## config.mk

```make
export PLATFORM = sky130hd
export DESIGN_NAME = mode_sw_ctrl
export DESIGN_NICKNAME = d
export VERILOG_FILES = /design/src/rtl/mode_sw_pkg.sv /design/src/rtl/sw_debounce.sv /design/src/rtl/mode_sw_ctrl.sv
export SDC_FILE = /design/constraint.sdc
export NUM_CORES = 1
export LEC_CHECK = 0
export CAP_MARGIN = 20
export CORE_MARGIN = 5
export CORE_UTILIZATION = 60
export DETAILED_ROUTE_END_ITERATION = 16
export GPL_TIMING_DRIVEN = 1
export PLACE_DENSITY = 0.78
export SLEW_MARGIN = 20
export SYNTH_ARGS = -nofsm -noshare
export SYNTH_HDL_FRONTEND = slang
export SYNTH_SLANG_ARGS = --single-unit
```

## constraint.sdc

```tcl
create_clock -name clk -period 3.5 [get_ports clk]
set_input_delay 0.35 -clock clk [delete_from_list [all_inputs] [get_ports clk]]
set_output_delay 0.35 -clock clk [all_outputs]
set_load 0.05 [all_outputs]
```

## src/rtl/mode_sw_pkg.sv

```systemverilog
// Shared constants for the mode-switch controller: register addresses and edge-type encodings.
package mode_sw_pkg;

    localparam logic [1:0] ADDR_DATA = 2'd0;
    localparam logic [1:0] ADDR_RAW  = 2'd1;
    localparam logic [1:0] ADDR_MASK = 2'd2;
    localparam logic [1:0] ADDR_EDGE = 2'd3;

    localparam int EDGE_RISE = 0;
    localparam int EDGE_FALL = 1;
    localparam int EDGE_BOTH = 2;

endpackage

```

## src/rtl/sw_debounce.sv

```systemverilog
// One switch bit: two-flop synchroniser followed by a stable-count debouncer.
module sw_debounce #(
    parameter int DEB_CYCLES = 50000,
    parameter int CNT_W      = 16
) (
    input  logic clk,
    input  logic reset,
    input  logic i_raw,
    output logic o_sync,
    output logic o_level
);

    logic             r_meta;
    logic             r_sync;
    logic             r_level;
    logic [CNT_W-1:0] r_cnt;

    // NOTE: sequential state uses non-blocking assignments so every flop samples pre-edge values.
    always_ff @(posedge clk or posedge reset) begin
        if (reset) begin
            r_meta  <= 1'b0;
            r_sync  <= 1'b0;
            r_level <= 1'b0;
            r_cnt   <= '0;
        end else begin
            r_meta <= i_raw;
            r_sync <= r_meta;
            if (r_sync == r_level) begin
                r_cnt <= '0;
            end else if (r_cnt == CNT_W'(DEB_CYCLES - 1)) begin
                r_level <= r_sync;
                r_cnt   <= '0;
            end else begin
                r_cnt <= r_cnt + CNT_W'(1);
            end
        end
    end

    assign o_sync  = r_sync;
    assign o_level = r_level;

endmodule

```

## src/rtl/mode_sw_ctrl.sv

```systemverilog
// Avalon-MM mode-switch front end: debounce, edge capture, read mux and optional irq.
// Optional MASK register and irq output are enabled by defining MODE_SW_CTRL_IRQ_EN.
module mode_sw_ctrl
    import mode_sw_pkg::*;
#(
    parameter int N_SW       = 4,
    parameter int DEB_CYCLES = 50000,
    parameter int CNT_W      = 16,
    parameter int EDGE_TYPE  = 0
) (
    input  logic            clk,
    input  logic            reset,
    input  logic [1:0]      address,
    input  logic            chipselect,
    input  logic            write,
    input  logic [N_SW-1:0] writedata,
    output logic [N_SW-1:0] readdata,
    input  logic [N_SW-1:0] in_port,
    output logic            irq
);

    logic [N_SW-1:0] w_sync;
    logic [N_SW-1:0] w_level;
    logic [N_SW-1:0] w_rise;
    logic [N_SW-1:0] w_fall;
    logic [N_SW-1:0] w_edge;
    logic [N_SW-1:0] w_clr;
    logic [N_SW-1:0] w_mask_rd;
    logic [N_SW-1:0] w_rd_mux;
    logic            w_wr;
    logic [N_SW-1:0] r_level_d;
    logic [N_SW-1:0] r_edge_cap;
    logic [N_SW-1:0] r_readdata;

    for (genvar i = 0; i < N_SW; i++) begin : g_deb
        sw_debounce #(
            .DEB_CYCLES (DEB_CYCLES),
            .CNT_W      (CNT_W)
        ) u_deb (
            .clk     (clk),
            .reset   (reset),
            .i_raw   (in_port[i]),
            .o_sync  (w_sync[i]),
            .o_level (w_level[i])
        );
    end

    assign w_rise = w_level & ~r_level_d;
    assign w_fall = ~w_level & r_level_d;
    assign w_wr   = chipselect & write;
    assign w_clr  = (w_wr && address == ADDR_EDGE) ? writedata : '0;

    // NOTE: every always_comb output gets a default first so no path can infer a latch.
    always_comb begin
        w_edge = w_rise;
        case (EDGE_TYPE)
            EDGE_RISE: w_edge = w_rise;
            EDGE_FALL: w_edge = w_fall;
            EDGE_BOTH: w_edge = w_rise | w_fall;
            default:   w_edge = w_rise;
        endcase
    end

    // Set has priority over write-1-clear so an edge in the clearing cycle is never lost.
    always_ff @(posedge clk or posedge reset) begin
        if (reset) begin
            r_level_d  <= '0;
            r_edge_cap <= '0;
        end else begin
            r_level_d  <= w_level;
            r_edge_cap <= (r_edge_cap & ~w_clr) | w_edge;
        end
    end

`ifdef MODE_SW_CTRL_IRQ_EN
    logic [N_SW-1:0] r_irq_mask;
    logic            r_irq;

    always_ff @(posedge clk or posedge reset) begin
        if (reset) begin
            r_irq_mask <= '0;
            r_irq      <= 1'b0;
        end else begin
            if (w_wr && address == ADDR_MASK) begin
                r_irq_mask <= writedata;
            end
            r_irq <= |(r_edge_cap & r_irq_mask);
        end
    end

    assign w_mask_rd = r_irq_mask;
    assign irq       = r_irq;
`else
    assign w_mask_rd = '0;
    assign irq       = 1'b0;
`endif

    always_comb begin
        w_rd_mux = '0;
        case (address)
            ADDR_DATA: w_rd_mux = w_level;
            ADDR_RAW:  w_rd_mux = w_sync;
            ADDR_MASK: w_rd_mux = w_mask_rd;
            ADDR_EDGE: w_rd_mux = r_edge_cap;
            default:   w_rd_mux = '0;
        endcase
    end

    always_ff @(posedge clk or posedge reset) begin
        if (reset) begin
            r_readdata <= '0;
        end else begin
            r_readdata <= w_rd_mux;
        end
    end

    assign readdata = r_readdata;

endmodule

```

After elaboration in Yosys (flattened, before gate mapping)
Cells that the tools add are included.
- memory bits (writable): 0
- memory bits (read-only): 0
- memories: 0
- output and inout bits: 5
- bits in latches: 0
- bits in registers: 88
- multiplexer cells: 10
- magnitude comparators: 0
- divide/modulo/power cells: 0
- equal/unequal tests: 11
- $mul: 0
- shifts and indexed selects: 0
- $add $sub $neg: 4
- reduce and logical (&&, ||, !) cells: 6
- bitwise gates (word level): 10
- operator list (operator ; number):
    16-bit 2-to-1 mux ; 8
    16-bit by 1-bit adder with 16-bit output (second input constant) ; 4
    16-bit == test (second input constant) ; 4
    4-bit case mux with 4 select lines ; 1
    4-bit bitwise AND ; 2
    4-bit NOT ; 2
    2-bit AND reduction ; 4
    1-bit == test ; 4
    2-bit == test (second input constant) ; 2
    4-bit 2-to-1 mux ; 1
    1-bit NOT ; 4
    4-bit OR ; 1
    2-bit by 1-bit == test with 1-bit output (second input constant) ; 1
    2-bit logical NOT ; 1
    1-bit bitwise AND ; 1
    1-bit logical AND ; 1

Longest topological paths before layout
- depth in word-level cells: 6
- mapped depth: 6
- depth with buffers taken out: 5

Hierarchy
Synthesis repeated with hierarchy kept, for this count alone.
- cells, all modules: 393
- area, all modules: 4433.0 um2
- by module, submodules not included (module ; seq. area each (um2) ; cells each ; instances ; area each (um2)):
    sw_debounce ; 475.5 ; 87 ; 4 ; 982.2
    mode_sw_ctrl ; 300.3 ; 45 ; 1 ; 504.2

Least setup slack after synthesis
No wires, ideal clock.
- kind: reg-to-reg
- start point: reg g_deb[0].u_deb.r_cnt[0]
- end point: reg g_deb[0].u_deb.r_cnt[10]
- period minus slack after synthesis: 1.520 ns
- cell stages (with the launch flop): 7
- setup time: 0.121 ns
- setup slack: 1.980 ns
- path buffers: 1
- arrival time: 1.399 ns
- cell sequence: dfrtp_1 > ha_1 > nand3_1 > nand4b_1 > nand2_1 > buf_2 > nor2_1
- word-level cells in the longest chain between the ends: 3
- elaborated cells on any way between the ends: 4
- classes of those cells: 1 x add/sub; 1 x eq/ne; 2 x mux
- ends and longest elaborated chain (what ; RTL line ; source):
    start, declared ; sw_debounce.sv:16 ; logic [CNT_W-1:0] r_cnt;
    start signal, assigned ; sw_debounce.sv:34 ; r_cnt <= r_cnt + CNT_W'(1);
    16-bit by 1-bit adder with 16-bit output or 16-bit == test (tied branches) ; sw_debounce.sv:34, sw_debounce.sv:30 ;
    16-bit 2-to-1 mux * ; sw_debounce.sv:30 ; end else if (r_cnt == CNT_W'(DEB_CYCLES - 1)) begin
    16-bit 2-to-1 mux * ; sw_debounce.sv:28 ; if (r_sync == r_level) begin
Mark *: on every way between the ends. The rest lies on a longest branch, timed or not.
A chain may end at the register's enable or synchronous reset.

Final worst setup path
- start point: reg r_readdata[1], in the netlist readdata[1]
- end point: out readdata[1]
- RTL lines (what ; RTL line ; source):
    start, declared ; mode_sw_ctrl.sv:33 ; logic [N_SW-1:0] r_readdata;
    start signal, assigned ; mode_sw_ctrl.sv:113 ; r_readdata <= w_rd_mux;
    end, declared ; mode_sw_ctrl.sv:17 ; output logic [N_SW-1:0] readdata,
No word-level cell between the ends.

==> summary.md <==
| Metric | Value |
|---|---|
| Hold_buf cts | 0 |
| Final global-route overflow total | 0 |
| Routed length per placed instance | 13.9 µm |
| Min Tclk post-route | approximately 1.8 ns |
| Switching Fraction | 23.1% |
| Seq pwr share | 59.3% |
| Synth warnings | 0 |
| CTS sink cnt | 88 |
| VDD IR max | 0.245 mV |
| Via density | 5.61 |
| CP Launch Type | register |
| Effective utilization at floorplan | 62.2% |
| CTS tree | yes |
| Synth cell types | 37 |
| Drt first pass iters | 5 |
| PortBufs | 17 |
| 1st-iter DRT viols | 66 |
| Leak | 1.80 nW |
| Placed Area | between 0.004 and 0.005 mm² |
| Final Wtd Congestion | between 0.8 and 0.9 |
| Clock skew | 0.00741 ns |
| Via count | 2706 |
| Number of synthesized flops with an enable pin | 0 |
| Syn nets | 398 |
| Fin area | between 0.004 and 0.005 mm² |
| Combinational power share | ~6% |
| Gate Count Post-Synth | 380 |
| Drc violations | 0 |
| Reg-to-Reg End | g_deb[0].u_deb.r_cnt[2] |
| Synth top area share | 55.1% |
| Htree depth | 3 |
| Flop2flop setup slack | 1.69 ns |
| Area growth from synthesis to layout | 10.3% |
| CP max FO | 1 |
| CTS Buf Count | 9 |
| Required time of the worst setup path | 3.15 ns |
| Most frequent cell after synthesis | dfrtp_1 |
| Clk slew on worst S/H paths | roughly 0.080 ns |
| Top cells by area, synth | dfrtp_1 (55%), xnor2_1 (9.9%), nor2_1 (6.4%) |
| Area leader, netlist | dfrtp_1 |
| Setup bufs post-CTS | 0 |
| Status | complete, no violations |
| Tcrit/Tclk final | 52.2% |
| Critical path depth | 1 |
| Syn Std Cell Area | around 0.004 mm² |
| CP arrival | 1.48 ns |
| Die W | ~92 µm |
| Row cnt | 29 |
| Syn Area/Cell | roughly 11 µm² |
| Launch point of the worst path | readdata[1] |
| Crit-path cells | clkdlybuf4s50_1 |
| Final Setup Violations | 0 |
| First-pass GRT wire length | about 12000 µm |
| Detail Placement HPWL | 4620 µm |
| Async S/R FF share, synth | between 90% and 100% |
| Die area | 0.00839 mm² |
| Register area share after synthesis | 55.1% |
| Vias in the first global route | 2539 |
| Number of max-cap violations | 0 |
| PD cells | 406 mW/mm² |
| Final WL | 6700 µm |
| Die H | 91.6 µm |
| Sw Pwr | 0.413 mW |
| FILL cells | 475 |
| DP Worst Slack | between 1.5 and 2 ns |
| Setup tns final | 0 ns |
| Pint | 1.38 mW |
| Most frequent cells after synthesis | dfrtp_1 (88), nor2_1 (68), xnor2_1 (45) |
| Setup CP Type | reg2out |
| Final nets | approximately 420 |
| GRT Resource Usage Total | 17.2% |
| Max Slew Vio Count | 0 |
| Setup crit end kind | output pin |
| Worst-margin pin slew | 0.718 ns |
| Clk pwr share | between 30% and 40% |
| Core Area | about 0.0064 mm² |
| Top delay family on crit path | buffers and inverters |
| Largest net degree at the start of global routing | 48 |
| Critical-path cell with the highest stage delay | clkdlybuf4s50_1 |
| Detail Route Antenna Nets | 0 |
| CP Capture Point | readdata[1] |
| Clock Tree Buf Depth | 2 |
| Post-cts resize count | 0 |
| Hold Vio Cnt, Final | 0 |
| RSZ-0062 raised after global routing | no |
| Power, Total | around 1.8 mW |
| Relative slew slack | 52.1% |
| Worst R2R Start | g_deb[0].u_deb.r_cnt[0] |
| Root Buffer Master | clkbuf_8 |
| Clock Latency Late Sink | ~0.35 ns |
| Diodes inserted | 0 |
| Hold WS | 0.350 ns |
| Worst setup margin | 1.67 ns |
| Share of cells above drive strength 1 | 6.42% |
| Antenna violations before repair | 0 |
| CP max stage delay | 0.80 ns |
| Most used DFF post-synth | dfrtp_1 |
| R2r worst-path depth | 5 |
| Fmax achieved | ~550 MHz |
| #FFs+latches synth | 88 |
| WP buf/inv | 1 |
| Hold WC Path Type | reg2reg |
| I/O pin count | 19 |
[worst min-delay path by stage]
stage / startpoint / endpoint / depth (start not counted)
after global placement: g_deb[3].u_deb.r_meta / g_deb[3].u_deb.o_sync / 0
final: g_deb[0].u_deb.r_meta / g_deb[0].u_deb.o_sync / 0
after detailed placement: g_deb[0].u_deb.r_meta / g_deb[0].u_deb.o_sync / 0
after CTS: g_deb[0].u_deb.r_meta / g_deb[0].u_deb.o_sync / 0
after global routing: g_deb[0].u_deb.r_meta / g_deb[0].u_deb.o_sync / 0
after floorplan: g_deb[0].u_deb.r_meta / g_deb[0].u_deb.o_sync / 0
[layer usage]
layer | part of all wire [%] | track usage (%) | vias up
met5 | 0 | 0 | -
li1 | - | - | 1342
met2 | 46 | 26.4 | 33
met1 | 49 | 23.8 | 1317
met4 | 2.1 | 8.42 | 0
met3 | 2.4 | 2.95 | 14
[cell families (layout without fill, tap and decap cells)]
family | after synthesis | in the layout | synth area share (%)
fa+ha+maj | 4 | 4 | 1.25
simple gates | 186 | 186 | 24.5
mux | 8 | 8 | 2.13
other cells | 1 | 1 | 0.0938
compound gates | 12 | 12 | 1.72
flops | 88 | 88 | 55.1
xor+xnor | 58 | 58 | 12.7
buf+inv | 23 | 48 | 2.47
[state kept, by name, summed over array words and instances, names as in the netlist]
signal and flops:
g_deb.u_deb.r_cnt 64, g_deb.u_deb.o_level 4, g_deb.u_deb.o_sync 4, g_deb.u_deb.r_meta 4, r_edge_cap 4, r_level_d 4
readdata 4
[cell usage in the layout (no fill, tap or decap), drive strengths merged, types with 2 or more instances in the layout]
master and count:
clkdlybuf4s50 17, nand2 22, xnor2 45, nor2 68
mux2 4, or4 2, nor4b 4, nor4bb 7
clkbuf 15, dfrtp 88, nand4 17, xor2 13
and3 9, nor4 13, nand3 26, mux2i 4
and4 2, a21oi 2, inv 14, nor3 13
o31ai 2, ha 4, o21ai 8
[power by group through the flow]
stage	Combinational, mW	Sequential, mW	Clock [mW]
after global placement	0.109	1.08	0
final	0.108	1.06	0.621
after floorplan	0.0573	1.09	0
after global routing	0.122	1.07	0.678
after CTS	0.111	1.06	0.638
after detailed placement	0.111	1.08	0
[layout make-up]
type	count	area, µm²	area share [%]
Clock buffer	15	166	3.78
Inverter	15	57.6	1.31
Multi-Input combinational cell	269	1700	38.5
Sequential cell	88	2200	50.0
Tap cell	77	96.3	2.19
Timing Repair Buffer	18	190	4.31
[metrics by stage]
stage	util, %	std cells
6_report	68.6	482
3_3_place_gp	66.0	467
4_1_cts	68.6	482
2_1_floorplan	-	380
5_1_grt	68.6	482
3_5_place_dp	66.0	467
No activity file was read; power rests on OpenSTA's default activity.
